<file path="config.mk">
export PLATFORM = sky130hd
export DESIGN_NAME = reaction_pacer
export DESIGN_NICKNAME = d
export VERILOG_FILES = /design/src/rtl/reaction_pacer.sv
export SDC_FILE = /design/constraint.sdc
export NUM_CORES = 1
export LEC_CHECK = 0
export ABC_AREA = 1
export BUFFER_PORTS_ARGS = -buffer_cell sky130_fd_sc_hd__buf_4
export CORE_UTILIZATION = 50
export CTS_BUF_LIST = sky130_fd_sc_hd__clkbuf_4 sky130_fd_sc_hd__clkbuf_8
export DETAILED_ROUTE_END_ITERATION = 16
export PLACE_DENSITY_LB_ADDON = 0.12
export SYNTH_ARGS = -nofsm -noshare
export SYNTH_HDL_FRONTEND = slang
export SYNTH_SLANG_ARGS = --single-unit
</file>
<file path="constraint.sdc">
create_clock -name clk -period 2.2 [get_ports clk]
set_clock_uncertainty 0.15 [all_clocks]
set_input_delay 0.44 -clock clk [delete_from_list [all_inputs] [get_ports clk]]
set_output_delay 0.44 -clock clk [all_outputs]
set_load 0.03 [all_outputs]
</file>
<file path="src/rtl/reaction_pacer.sv">
// Reaction-game controller: drives the speed counter's enable/speed, shows a one-hot
// target LED, scores correct presses and counts misses until the game ends.
module reaction_pacer #(
  parameter logic [3:0] MAX_MISS   = 4'd3,
  parameter logic [7:0] LVL2_SCORE = 8'd5,
  parameter logic [7:0] LVL3_SCORE = 8'd10,
  parameter logic [7:0] LFSR_SEED  = 8'hA5
) (
  input  logic       clk,
  input  logic       rst,
  input  logic       start,
  input  logic [3:0] hit,
  input  logic       timeout,
  output logic       enable,
  output logic [1:0] speed,
  output logic [3:0] target,
  output logic [7:0] score,
  output logic [3:0] misses,
  output logic       game_over
);

  typedef enum logic [1:0] {
    IDLE = 2'd0,
    ARM  = 2'd1,
    RUN  = 2'd2,
    OVER = 2'd3
  } state_t;

  state_t     state_r;
  logic [7:0] lfsr_r;
  logic       timeout_q_r;
  logic [3:0] prev_target_r;

  logic       to_evt_s;
  logic [3:0] next_target_s;
  logic [7:0] score_inc_s;
  logic [3:0] misses_inc_s;

  function automatic logic [7:0] lfsr_next(input logic [7:0] l);
    return {l[6:0], l[7] ^ l[5] ^ l[4] ^ l[3]};
  endfunction

  function automatic logic [1:0] speed_of(input logic [7:0] s);
    logic [1:0] v;
    if (s >= LVL3_SCORE) begin
      v = 2'd2;
    end else if (s >= LVL2_SCORE) begin
      v = 2'd1;
    end else begin
      v = 2'd0;
    end
    return v;
  endfunction

  // Never repeat the previous LED: on a collision, rotate the candidate left by one.
  function automatic logic [3:0] pick_target(input logic [1:0] sel, input logic [3:0] prev);
    logic [3:0] cand;
    cand = 4'b0001 << sel;
    if (cand == prev) begin
      cand = {cand[2:0], cand[3]};
    end else begin
      cand = cand;
    end
    return cand;
  endfunction

  // Edge detect, target selection and saturating counters.
  always_comb begin
    to_evt_s      = timeout & ~timeout_q_r;
    next_target_s = pick_target(lfsr_r[1:0], prev_target_r);
    score_inc_s   = (score == 8'hFF) ? 8'hFF : score + 8'd1;
    misses_inc_s  = misses + 4'd1;
  end

  // Game state machine with registered outputs; LFSR and timeout edge register run always.
  always_ff @(posedge clk or negedge rst) begin
    if (!rst) begin
      state_r       <= IDLE;
      lfsr_r        <= LFSR_SEED;
      timeout_q_r   <= 1'b0;
      prev_target_r <= 4'd0;
      enable        <= 1'b0;
      speed         <= 2'd0;
      target        <= 4'd0;
      score         <= 8'd0;
      misses        <= 4'd0;
      game_over     <= 1'b0;
    end else begin
      lfsr_r      <= lfsr_next(lfsr_r);
      timeout_q_r <= timeout;
      case (state_r)
        IDLE: begin
          if (start) begin
            score   <= 8'd0;
            misses  <= 4'd0;
            speed   <= 2'd0;
            state_r <= ARM;
          end
        end
        ARM: begin
          target        <= next_target_s;
          prev_target_r <= next_target_s;
          enable        <= 1'b1;
          state_r       <= RUN;
        end
        RUN: begin
          if (hit == target) begin
            score   <= score_inc_s;
            speed   <= speed_of(score_inc_s);
            enable  <= 1'b0;
            target  <= 4'd0;
            state_r <= ARM;
          end else if ((hit != 4'd0) || to_evt_s) begin
            misses <= misses_inc_s;
            enable <= 1'b0;
            target <= 4'd0;
            if (misses_inc_s == MAX_MISS) begin
              game_over <= 1'b1;
              state_r   <= OVER;
            end else begin
              state_r <= ARM;
            end
          end else begin
            state_r <= RUN;
          end
        end
        OVER: begin
          if (start) begin
            score     <= 8'd0;
            misses    <= 4'd0;
            speed     <= 2'd0;
            game_over <= 1'b0;
            state_r   <= ARM;
          end
        end
        default: begin
          state_r <= IDLE;
        end
      endcase
    end
  end

endmodule

</file>
# [After elaboration in Yosys (flattened, before gate mapping)]
# Cells that the tools add are included.
[op_classes] addsub=2 n_lt_le_gt_ge=2 eq_ne=14 n_shift=1 muxes=30 n_bitwise=5 n_reduce_logical=11
[ops] cell="4-bit 2-to-1 mux" n=6
[ops] cell="8-bit 2-to-1 mux" n=3
[ops] cell="4-bit one-hot mux with 2 select lines" n=2
[ops] cell="8-bit one-hot mux with 2 select lines" n=1
[ops] cell="2-bit 2-to-1 mux" n=7
[ops] cell="2-bit != test, second input constant" n=5
[ops] cell="8-bit by 1-bit adder with 8-bit output, second input constant" n=1
[ops] cell="4-bit == test" n=2
[ops] cell="8-bit == test, second input constant" n=1
[ops] cell="8-bit by 3-bit >= comparator with 1-bit output, second input constant" n=1
[ops] cell="8-bit by 4-bit >= comparator with 1-bit output, second input constant" n=1
[ops] cell="1-bit 2-to-1 mux" n=7
[ops] cell="2-bit one-hot mux with 3 select lines" n=1
[ops] cell="2-bit nonzero test" n=3
[ops] cell="5-bit AND reduction" n=1
[ops] cell="4-bit by 1-bit adder with 4-bit output, second input constant" n=1
[ops] cell="2-bit == test, second input constant" n=2
[ops] cell="4-bit by 2-bit == test with 1-bit output, second input constant" n=1
[ops] cell="1-bit one-hot mux with 2 select lines" n=2
[ops] cell="2-bit one-hot mux with 2 select lines" n=1
[ops] cell="4-bit AND reduction" n=1
[ops] cell="4-bit nonzero test" n=1
[ops] cell="1-bit by 2-bit left shift with 4-bit output, first input constant" n=1
[ops] cell="3-bit != test, second input constant" n=1
[ops] cell="10 further kinds" n=12
[totals] register_bits=35 inputBits=8 output_inout_bits=20 elab_cells=75

# [Depth between registers and ports, before layout]
[depth] ltp_word=7 depth_mapped=10

# [Least setup slack after synthesis]
# Ideal clock, no wire load.
[synth_timing] path_type="register -> register" from="reg score[0]" to="reg speed[0]" arrival_ps=1533 required_ps=1933 slack_ps=399 stages_incl_launch_ff=8 path_buffers=0 synth_period_minus_slack_ps=1801 path_cell_list="dfrtp_1 -> inv_2 -> ha_1 -> or2_2 -> nor2_1 -> o21bai_1 -> nand3_1 -> nand2_1"
[synth_between] elab_chain_cells=7
[synth_lines] item="start, declared" line="17" text="output logic [7:0] score,"
[synth_lines] item="start signal, assigned" line="108" text="score <= score_inc_s;"
[synth_lines] item="8-bit by 1-bit adder with 8-bit output or 8-bit == test (tied branches)" line="71" text="score_inc_s = (score == 8'hFF) ? 8'hFF : score + 8'd1;"
[synth_lines] item="8-bit 2-to-1 mux *" line="71"
[synth_lines] item="8-bit by 3-bit >= comparator with 1-bit output" line="47" text="end else if (s >= LVL2_SCORE) begin"
[synth_lines] item="1-bit 2-to-1 mux" line="47"
[synth_lines] item="2-bit 2-to-1 mux *" line="45" text="if (s >= LVL3_SCORE) begin"
[synth_lines] item="2-bit 2-to-1 mux *" line="107" text="if (hit == target) begin"
[synth_lines] item="2-bit one-hot mux with 2 select lines *" line="91" text="case (state_r)"
[synth_lines] item="end signal, assigned" line="109" text="speed <= speed_of(score_inc_s);"
[synth_lines] item="end, declared" line="15" text="output logic [1:0] speed,"
# Mark *: on every way between the ends. The rest lies on a longest branch, timed or not. The select of a mux whose other input is x is not followed.
# A chain may end at the register's enable or synchronous reset.

# [Worst setup path after layout]
[layout_timing] from="reg state_r[0]" to="reg speed[0]"
[layout_between] elab_chain_cells=4
[layout_lines] item="start, declared" line="29" text="state_t state_r;"
[layout_lines] item="start signal, assigned" line="78" text="state_r <= IDLE;"
[layout_lines] item="start signal, assigned" line="97" text="state_r <= ARM;"
[layout_lines] item="start signal, assigned" line="104" text="state_r <= RUN;"
[layout_lines] item="2-bit == test or 2-bit logical NOT (tied branches)" line="91"
[layout_lines] item="2-bit OR reduction (no source line)"
[layout_lines] item="2-bit by 1-bit != test with 1-bit output (no source line) or 2-bit nonzero test (tied branches)"
[layout_lines] item="3-bit AND reduction (no source line)"
# Several ways; a longest one is shown, not always the timed one.

==> summary.md <==
| Metric | Value |
|---|---|
| Critical path launch point | state_r[0] |
| Leading cell type in the layout, fill and taps excluded | nand2_1 |
| Initial antenna violation count | 0 |
| Final Hold Violating Endpoints | 0 |
| Post-DP HPWL | 2660 um |
| Cts repair resizes | 0 |
| Yosys warning count | 0 |
| Row Count | 22 |
| Crit path max fanout | 9 |
| Mapped Nets | 270 |
| Cts bufs inserted | 5 |
| Peak supply drop | 478 uV |
| Yosys cell types | 24 |
| Max Fclk | 540 MHz |
| CP endpoint kind | flip-flop |
| Max Cap Viol | 0 |
| Met3 Usage GRT | 5.28% |
| Met2 Use GR | 31.1% |
| RSZ-0062 raised after global routing | no |
| Final Max Slew Viols | 0 |
| DR pass1 iterations | 4 |
| Cells after synthesis | 253 |
| Yosys top cell area share | 39.2% |
| Final Util | 63.3% |
| Die X | 64.9 um |
| Vias in the first global route | 1,521 |
| Status | complete, no violations |
| CP required | 2280 ps |
| Rel. slew slack | 71.7% |
| CTS root buffer | clkbuf_8 |
| Post-synthesis compound-gate area fraction | 5.62% |
| Top cells by area, synth | dfrtp_1, nand2_1, nand3_1 |
| Seq/Total Area, Yosys | 44.5% |
| Main combinational cell family by area after synthesis | simple AND/OR/NAND/NOR gates |
| Worst hold slack | 122 ps |
| Initial Util | 52.9% |
| Total GRT Usage | 20.2% |
| Cts-stage hold buffer count | 1 |
| Tcrit/Tclk final | 84.2% |
| RR Startpoint | state_r[0] |
| Ratio of cells with drive above 1 in the final layout | 21.1% |
| Post-route DRC | 0 |
| Power per Cell Area | 1280 nW/um^2 |
| FF+latch count, synth | 35 |
| Inst Count DP | 328 |
| Boundary Pins | 28 |
| R2R depth | 9 |
| Via/cell ratio | 4.72 |
| Post-synthesis xor/xnor area fraction | 4.42% |
| Die height | 64.9 um |
| Port bufs | 27 |
| Startpoint Class | flip-flop |
| Hold Path Cell Cnt | 1 |
| CP Data Arrival Time | 1930 ps |
| Remaining antenna violation count | 0 |
| Post-CTS setup buffer count | 0 |
| Final wirelength | 3510 um |
| TritonCTS clock tree | yes |
| Largest net degree at the start of global routing | 36 |
| Post-Syn Area per Cell | 7.83 um^2 |
| Final cell count without fillers | 337 |
| Most frequent cells in the layout | nand2_1, dfrtp_1, buf_4, inv_1, nand3_1 |
| Synth Area in Adders | 5.69% |
| Period minus WS final | 1850 ps |
| Worst-Skew Late Latency | 290 ps |
| GRT Residual Overflow | 0 |
| Critical path class | flip-flop to flip-flop |
| Core Region | 3740 um^2 |
| Busiest layer in global routing | met2 |
| Clk slew on worst S/H paths | 70 ps |
| Hold crit path type | input pin to flip-flop |
| Post-synth top area cell | dfrtp_1 |
| WL per Instance | 10.4 um |
| First-pass GRT wire length | 6480 um |
| M1 GR Usage | 27.4% |
| Slew @ Worst Pin | 424 ps |
| Fill count | 360 |
| Clk buf depth | 2 |
| Setup TNS | 0 ps |
| Clock Sinks | 35 |
| Power, Total | 3.02 mW |
| Simple-gate area share of the yosys netlist | 33.0% |
| DR iter-0 viols | 70 |
| DR vias | 1,592 |
| Mapped Area | 1980 um^2 |
| Die area | 4220 um^2 |
| Hold Crit Start | timeout |
| Count of nets after finishing | 305 |
| GP Congestion | 0.815 |
| Number of diodes | 0 |
| CTS HTree Levels | 2 |
| Final setup viols | 0 |
| Area growth, synth to finish | 19.6% |
| Leak | 1.27 nW |
| Post-synthesis mux area share | 0.569% |
==> layer usage <==
layer  part of all wire, %  vias up
met1                    52      704
met2                    42       26
met5                     0        -
met4                   1.4        0
li1                      -      857
met3                   4.2        5
==> path summary, 6_finish.rpt <==
path                          endpoint  slack (ps)
min reg2reg                  lfsr_r[7]         230
max                           speed[0]         350
min in group asynchronous    target[2]         480
max in group asynchronous    lfsr_r[2]        1080
max reg2reg                   speed[0]         350
min                        timeout_q_r         120
==> flip-flops by register name, indices dropped and copies added (netlist names) <==
register       flops
enable             1
game_over          1
lfsr_r             8
misses             4
prev_target_r      4
score              8
speed              2
state_r            2
target             4
timeout_q_r        1
==> final cells by class <==
type / count / area [um^2] / area share [%]
Clock buffer: 5 / 68.8 / 2.90
Timing Repair Buffer: 29 / 220 / 9.29
Sequential cell: 35 / 881 / 37.2
Multi-Input combinational cell: 185 / 976 / 41.2
Clock inverter: 3 / 43.8 / 1.85
Inverter: 32 / 120 / 5.07
Tap cell: 48 / 60.1 / 2.53
==> worst max-delay path, cell delays in order, from the launching register on <==
cell and delay (ps):
dfrtp_1 410, inv_1 60, ha_1 420, inv_2 140, nor2_4 50, nor2_4 160
nand2_8 90, nor2_8 140, nand3_1 100, nand2_1 60
==> stage by stage <==
stage                     setup WS (ps)  cell area [um^2]
after floorplan                     399              1980
after global placement              399              2250
after detailed placement            337              2250
after CTS                           316              2370
after global routing                196              2370
final                               349              2370
==> cells by family (layout without fill, tap and decap cells) <==
kind of cell | Yosys count | count (layout)
xor+xnor | 10 | 10
mux | 1 | 1
fa+ha+maj | 9 | 9
flops | 35 | 35
compound gates | 20 | 20
buf+inv | 33 | 69
simple gates | 145 | 145
==> synthesized netlist by cell type (all sizes together) <==
cell / instances
nand2: 95
or2: 1
o21bai: 2
dfrtp: 31
nand4: 2
xnor2: 6
nor2: 24
o211ai: 1
nand3: 23
dfstp: 4
xor2: 4
ha: 9
mux2: 1
o21ai: 17
inv: 32
clkbuf: 1
==> power breakdown <==
| group | internal (mW) | switching, mW |
|---|---|---|
| Combinational | 0.543 | 0.964 |
| Sequential | 0.801 | 0.151 |
| Clock | 0.337 | 0.228 |
| Total | 1.68 | 1.34 |
Note: power is estimated with default switching activity, not from simulation.
